`src/rtl/fec_chain_controller.sv`:
```
// fec_chain_controller
//   Sequences a frame of BLOCK_LEN words from the sample/bit buffer through a
//   chain of NUM_STAGES FEC datapath stages. Each word goes through these steps:
//   a buffer read strobe, a wait for read-valid, then a req/ack handshake with
//   each stage in order. A per-step watchdog raises a sticky error if the
//   buffer or a stage stalls for TIMEOUT cycles. Dropping en aborts the frame.
//
//   Optional feature macro: FEC_STAGE_BYPASS_EN
//     When defined, adds the bypass_mask input. The mask is sampled at frame
//     start. Masked stages keep stage_en low and are skipped with zero cycles.
//
// Ports
//   clk            system clock
//   rst            synchronous active-high reset
//   en             block enable, low aborts any frame in progress
//   req            start-frame request (level, only looked at in IDLE)
//   buff_empty     source buffer empty
//   buff_rd_valid  buffer read data valid
//   stage_ack      per-stage acknowledge
//   bypass_mask    per-stage bypass (only with FEC_STAGE_BYPASS_EN)
//   rd_en_buff     one-cycle buffer read strobe
//   stage_req      per-stage request, one-hot or zero
//   stage_en       per-stage enable, high for the whole frame
//   ack            one-cycle frame-complete pulse
//   busy           high while a frame is in flight
//   err            sticky timeout error
//   word_cnt       words completed in the current (or last) frame
module fec_chain_controller #(
  parameter int NUM_STAGES = 2,
  parameter int BLOCK_LEN  = 16,
  parameter int TIMEOUT    = 255,
  parameter int CNT_W      = $clog2(BLOCK_LEN + 1),
  parameter int TO_W       = $clog2(TIMEOUT + 1)
) (
  input  logic                  clk,
  input  logic                  rst,
  input  logic                  en,
  input  logic                  req,
  input  logic                  buff_empty,
  input  logic                  buff_rd_valid,
  input  logic [NUM_STAGES-1:0] stage_ack,
`ifdef FEC_STAGE_BYPASS_EN
  input  logic [NUM_STAGES-1:0] bypass_mask,
`endif
  output logic                  rd_en_buff,
  output logic [NUM_STAGES-1:0] stage_req,
  output logic [NUM_STAGES-1:0] stage_en,
  output logic                  ack,
  output logic                  busy,
  output logic                  err,
  output logic [CNT_W-1:0]      word_cnt
);

  typedef enum logic [2:0] {IDLE, FETCH, WAIT_RD, STAGE, DONE, ERROR} state_t;

  localparam int SW = (NUM_STAGES > 1) ? $clog2(NUM_STAGES) : 1;
  localparam logic [CNT_W-1:0] LAST_WORD = CNT_W'(BLOCK_LEN - 1);
  localparam logic [TO_W-1:0]  TO_LAST   = TO_W'(TIMEOUT - 1);

  state_t                state;
  logic [SW-1:0]         stage_idx;
  logic [TO_W-1:0]       to_cnt;
  logic [NUM_STAGES-1:0] start_mask;
  logic [NUM_STAGES-1:0] first_oh;
  logic [NUM_STAGES-1:0] next_oh;
  logic [SW-1:0]         first_idx;
  logic [SW-1:0]         next_idx;
  logic                  progress;

  // Returns a one-hot vector for the lowest active stage at or above 'start'.
  // Returns zero if no such stage exists.
  function automatic logic [NUM_STAGES-1:0] first_active(
    input logic [NUM_STAGES-1:0] active,
    input int                    start
  );
    logic [NUM_STAGES-1:0] oh;
    oh = '0;
    for (int i = NUM_STAGES - 1; i >= 0; i--) begin
      if (i >= start && active[i]) begin
        oh    = '0;
        oh[i] = 1'b1;
      end
    end
    return oh;
  endfunction

  function automatic logic [SW-1:0] oh_index(input logic [NUM_STAGES-1:0] oh);
    logic [SW-1:0] idx;
    idx = '0;
    for (int i = 0; i < NUM_STAGES; i++) begin
      if (oh[i]) idx = SW'(i);
    end
    return idx;
  endfunction

`ifdef FEC_STAGE_BYPASS_EN
  assign start_mask = ~bypass_mask;
`else
  assign start_mask = '1;
`endif

  // stage_en holds the active-stage set for the whole frame. It also drives the
  // skip logic. A frame with every stage bypassed finds no first stage, so each
  // word then completes directly from WAIT_RD.
  // progress means the condition the current state is waiting on has arrived.
  // This condition beats the watchdog in the same cycle.
  always_comb begin
    first_oh  = first_active(stage_en, 0);
    next_oh   = first_active(stage_en, int'(stage_idx) + 1);
    first_idx = oh_index(first_oh);
    next_idx  = oh_index(next_oh);
    progress  = 1'b0;
    case (state)
      FETCH:   progress = !buff_empty;
      WAIT_RD: progress = buff_rd_valid;
      STAGE:   progress = stage_ack[stage_idx];
      default: progress = 1'b0;
    endcase
  end

  // Main sequencer. All outputs are registered here, and each is assigned
  // together with the state it belongs to.
  // Abort on !en takes priority over everything except reset. It leaves
  // word_cnt and err untouched.
  always_ff @(posedge clk) begin
    if (rst) begin
      state      <= IDLE;
      stage_idx  <= '0;
      to_cnt     <= '0;
      word_cnt   <= '0;
      rd_en_buff <= 1'b0;
      stage_req  <= '0;
      stage_en   <= '0;
      ack        <= 1'b0;
      busy       <= 1'b0;
      err        <= 1'b0;
    end else begin
      rd_en_buff <= 1'b0;
      ack        <= 1'b0;
      if (state != IDLE && !en) begin
        state     <= IDLE;
        stage_req <= '0;
        stage_en  <= '0;
        busy      <= 1'b0;
        stage_idx <= '0;
        to_cnt    <= '0;
      end else begin
        case (state)
          IDLE: begin
            if (en && req) begin
              state     <= FETCH;
              word_cnt  <= '0;
              err       <= 1'b0;
              stage_en  <= start_mask;
              busy      <= 1'b1;
              stage_idx <= '0;
              to_cnt    <= '0;
            end
          end
          FETCH, WAIT_RD, STAGE: begin
            if (!progress) begin
              if (to_cnt == TO_LAST) begin
                state     <= ERROR;
                stage_req <= '0;
                stage_en  <= '0;
                busy      <= 1'b0;
                err       <= 1'b1;
                stage_idx <= '0;
                to_cnt    <= '0;
              end else begin
                to_cnt <= to_cnt + 1'b1;
              end
            end else begin
              to_cnt <= '0;
              if (state == FETCH) begin
                rd_en_buff <= 1'b1;
                state      <= WAIT_RD;
              end else if (state == WAIT_RD && |first_oh) begin
                state     <= STAGE;
                stage_req <= first_oh;
                stage_idx <= first_idx;
              end else if (state == STAGE && |next_oh) begin
                stage_req <= next_oh;
                stage_idx <= next_idx;
              end else begin
                // The last active stage has acknowledged, so this word is done.
                stage_req <= '0;
                stage_idx <= '0;
                word_cnt  <= word_cnt + 1'b1;
                state     <= (word_cnt == LAST_WORD) ? DONE : FETCH;
              end
            end
          end
          DONE: begin
            ack      <= 1'b1;
            stage_en <= '0;
            busy     <= 1'b0;
            state    <= IDLE;
          end
          ERROR: state <= IDLE;
          default: state <= IDLE;
        endcase
      end
    end
  end

endmodule
```
`config.mk`:
```
export PLATFORM = sky130hd
export DESIGN_NAME = fec_chain_controller
export DESIGN_NICKNAME = d
export VERILOG_FILES = /design/src/rtl/fec_chain_controller.sv
export SDC_FILE = /design/constraint.sdc
export NUM_CORES = 1
export LEC_CHECK = 0
export ABC_AREA = 1
export BUFFER_PORTS_ARGS = -buffer_cell sky130_fd_sc_hd__buf_4
export CORE_MARGIN = 3
export CORE_UTILIZATION = 30
export DETAILED_ROUTE_END_ITERATION = 8
export PLACE_DENSITY_LB_ADDON = 0.3
export SLEW_MARGIN = 20
export SYNTH_ARGS = -nofsm -noshare
export SYNTH_HDL_FRONTEND = slang
export SYNTH_SLANG_ARGS = --single-unit
export TNS_END_PERCENT = 100
```
`constraint.sdc`:
```
create_clock -name clk -period 2.5 [get_ports clk]
set_input_delay 0 -clock clk [delete_from_list [all_inputs] [get_ports clk]]
set_output_delay 0 -clock clk [all_outputs]
set_load 0.02 [all_outputs]
```
# Word level (Yosys, flattened, before mapping)
# Cells that the tools add are included.
# totals
ff_bits,25
romBits,0
memories,0
ramBits,0
wordCells,111
out_inout_bits,13
latchBits,0
in_bits,8
# op_classes
shift,0
bitwise,3
n_lt_le_gt_ge,3
add_sub_neg,3
div_mod_pow,0
n_mux,50
mul,0
reduce_logical,25
eq_ne,17
# ops
cell,count
$mux W5,5
$mux W8,3
$mux W2,11
$mux W3,7
$mux W1,16
$ne A2 B2 Y1 const B,8
$pmux W8 S2,1
$pmux W5 S2,1
$add A8 B1 Y8 const B,1
$eq A8 B8 Y1 const B,1
$reduce_and A4 Y1,2
$reduce_and A7 Y1,1
$eq A3 B2 Y1 const B,2
$logic_and A1 B1 Y1,6
$ne A3 B3 Y1 const B,2
$pmux W1 S3,2
$pmux W2 S3,1
$pmux W3 S2,1
$reduce_and A3 Y1,2
$reduce_bool A3 Y1,2
$reduce_or A2 Y1,3
$add A5 B1 Y5 const B,1
$eq A5 B4 Y1 const B,1
$ne A5 B5 Y1 const B,1
other kinds (14),20

# Longest topological paths before layout
# depth
ltp_word,12
depth_mapped,12
mapped_depth_nobuf,12

# Worst setup path before layout
# Ideal clock, no wire load.
# synth_timing
path_kind,register to register
from,register word_cnt[0]
to,register state[0]
setup_ps,113
path_slack_ps,1108
required_ps,2387
stages_incl_launch_ff,10
n_path_buf,0
arrival_ps,1279
period_less_slack_ps,1392
path_cell_list,dfxtp_1 > ha_1 > nand2_1 > nor2_1 > ha_1 > nand2_1 > nand2_1 > a21oi_1 > nor2_1 > nor2_1
# synth_between
elab_chain_cells,7
# synth_lines
element,line_no,source
from (decl),51,output logic [CNT_W-1:0] word_cnt
from (signal assigned),189,word_cnt <= word_cnt + 1'b1;
$eq A5 B4 Y1,190,state <= (word_cnt == LAST_WORD) ? DONE : FETCH;
$mux W3,190,
$mux W3,182,end else if (state == STAGE && |next_oh) begin
$mux W3,178,end else if (state == WAIT_RD && |first_oh) begin
$mux W3,175,if (state == FETCH) begin
$mux W3,161,if (!progress) begin
$pmux W3 S2,148,case (state)
to (signal assigned),190,
to (decl),60,state_t state;
# Every way passes these cells. The select of a mux whose other input is x is not followed.
# A chain may end at the register's enable or synchronous reset.

# Worst setup path in the final report
# layout_timing
from,register state[2]
to,register state[0]
# layout_between
elab_chain_cells,6
word_cells_on_any_way,19
cone_classes,eq/ne: 6; mux: 5; reduce/logical: 8
# layout_lines
element,line_no
$eq A3 B2 Y1,"113, 148, 178"
$logic_and A1 B1 Y1,178
$mux W3,178
$mux W3,175
$mux W3,161
$pmux W3 S2,148
# Several ways; a longest one is shown, not always the timed one.

==> run metrics <==
critical setup path kind reg2reg; cell family with most CP delay simple AND/OR/NAND/NOR gates; Net count, final 232; maxcap violations 0; status finished clean; # fillers about 440; standard-cell rows 23; dpl hpwl 2.28 mm; Area Growth Syn to Fin 18.5%; fmax 0.677 GHz; Post-DRT Antenna Nets 0; sequential share of the synthesized area 33.6%; crit path launch type flop; Mapped Cells 196; min cycle time layout 1.48 ns; fin crit share 59.1%; share of layout cells above drive strength 1 23.3%; Routed WL between 2 and 3 mm; core region area about 0.0042 sq mm; Final Hold Viols 0; Worst VDD drop 0.301 mV; worst path buffer plus inverter count 2; critical path, cell by cell inv_2 -> nand4_2 -> inv_2 -> nor2_8 -> nand2_4 -> nand2_4 -> nand2_1 -> nand2_1 -> nor2_1; post-CTS sizing 0; Placed Cells 264; Critical Path RT 2.70 ns; crit-path max FO 10; Worst Hold Class in2reg; Syn Std Cell Area 0.00137 sq mm; clock network power share between 10% and 20%; RePlAce Congestion 0.878; switch share 42.0%; fraction of registers with async set or reset after synthesis 0%; number of synthesized flops with an enable pin 0; syn nets around 210; routed length per instance 10.8 um; DP Area approximately 0.0016 sq mm; via count 1258; fin cells ~270; first-pass GRT wire length approximately 5.0 mm; Relative slew margins 81.9%; antenna cells 0; CTS Root Cell clkbuf_8; H-tree levels 1; Largest stage delay, worst path 0.38 ns; vias in the first global route 1132; post-synthesis sequential element count 23; clock-pin slew on the worst setup and hold paths 0.09 ns; Clock Skew 0.00520 ns; Cell variety after synth 26; Final Max Slew Viols 0; combinational power share 42.6%; Worst-Skew Late Latency 0.27 ns; most frequently used flop master after synthesis dfxtp_1; I/O Pins 21; Register Area between 400 and 500 sq um; slowest CP cell dfxtp_1; switching pwr between 500 and 600 uW; WP data arrival 1.68 ns; Multi-input gate area between 700 and 800 sq um; commonest non-fill, non-tap cell in the layout nand2_1; die area roughly 0.0054 sq mm; drt first pass iters 4; CTS tree done; drc violations 0; Die Span X 73.6 um; CTS buffer count 3; Vias/cell around 4.7; Clock Sink Count 23; LEAKAGE 0.000750 uW; yosys warns 0; worst-margin pin slew 0.271 ns; initial antenna violation count 0; Reg power frac 37.8%; internal power 702 uW; TNS Setup 0 ns; port bufs 20; Die H 73.6 um; Final Instance Area 0.00163 sq mm; commonest non-fill, non-tap cells in the layout nand2_1, nor2_1, dfxtp_1; final setup fails 0; GRT overflow 0; Initial DRC Count 81; total track usage 11.6%; mean post-synth cell area approximately 7 sq um; RSZ-0062 raised after global routing false; pin count of the biggest net entering global routing 14; Power per Cell Area 745 mW/mm^2; initial core utilization 32.6%; Pwr Total 1210 uW; Max Buffers Root-to-Sink 2; crit path capture type flop
-- per-layer routing --
metal / vias up / GRT usage [%] / share of wire, %
li1: 664 / - / -
met5: - / 0 / 0
met2: 40 / 17.4 / 42
met3: 4 / 3.28 / 6.5
met1: 550 / 16.1 / 51
met4: 0 / 3.02 / 1.0
-- cells in the mapped netlist, types with 2 or more instances --
library cell | n | share of area, %
nand3_1 | 10 | 3.6
xor2_1 | 3 | 1.9
nor3_1 | 5 | 1.8
dfxtp_1 | 23 | 34
nor2_4 | 2 | 1.6
o21ai_0 | 4 | 1.5
nand3_2 | 2 | 1.5
nor2_1 | 33 | 9.0
buf_4 | 2 | 1.1
nor2_2 | 4 | 1.8
nand2_4 | 5 | 4.1
a21oi_1 | 7 | 2.6
a21oi_2 | 2 | 1.3
ha_1 | 4 | 3.6
nand2_1 | 48 | 13
inv_1 | 22 | 6.0
nand4_2 | 2 | 1.8
xnor2_1 | 2 | 1.3
inv_2 | 4 | 1.1
nand2_2 | 3 | 1.4
nand4_1 | 4 | 1.8
-- stage by stage --
stage	util, %	worst slack [ns]	hold slack (ns)
6_report	38.7	1.02	0.121
5_1_grt	38.7	0.885	0.153
4_1_cts	38.7	1.01	0.128
3_5_place_dp	37.3	1.03	0.213
3_3_place_gp	37.3	1.01	0.214
2_1_floorplan	-	1.11	0.0691
-- power by group through the flow --
stage          clock network (uW)  logic, uW  registers (uW)
4_1_cts                       246        519             458
6_report                      237        516             458
3_3_place_gp                    0        516             469
3_5_place_dp                    0        516             466
2_1_floorplan                   0        369             486
5_1_grt                       260        572             468
-- path summary, 6_finish.rpt --
check	start	endpoint	slack [ns]	cells after the start
max	state[2]	state[0]	1.02	9
min reg2reg	stage_req[0]	stage_req[0]	0.47	2
min	buff_empty	rd_en_buff	0.12	4
max reg2reg	state[2]	state[0]	1.02	9
-- sequential cells by signal, indices dropped and copies added (netlist names) --
name / flops
ack: 1
err: 1
rd_en_buff: 1
stage_en: 1
stage_idx: 1
stage_req: 2
state: 3
to_cnt: 8
word_cnt: 5
-- area by class of cell --
type,count,share of cell area (%)
clock buffer,3,2.54
clock inverter,1,0.308
inverter,26,6.00
multi-input combinational,145,49.1
sequential,23,28.3
tap,50,3.85
timing repair buffer,21,9.85
-- worst reg2reg max path, stage by stage (launching register included) --
cell,delay (ns)
dfxtp_1,0.38
inv_2,0.19
nand4_2,0.22
inv_2,0.18
nor2_8,0.06
nand2_4,0.10
nand2_4,0.07
nand2_1,0.06
nand2_1,0.05
nor2_1,0.09
-- cells by family (layout without fill, tap and decap cells) --
family                   after synthesis  in the layout  share of synthesized area (%)
XOR/XNOR                               5              5                           3.19
AO/OA/AOI/OAI                         16             16                           7.48
flip-flops                            23             23                           33.6
adder cells (fa/ha/maj)                4              4                           3.65
buffers and inverters                 28             51                           8.21
AND/OR/NAND/NOR                      120            120                           43.9
-- repair_timing --
item	CTS	global route
hold buffers	1	0
hold endpoints to repair	2	0
buffers inserted	0	0
No activity file was read; power rests on OpenSTA's default activity.
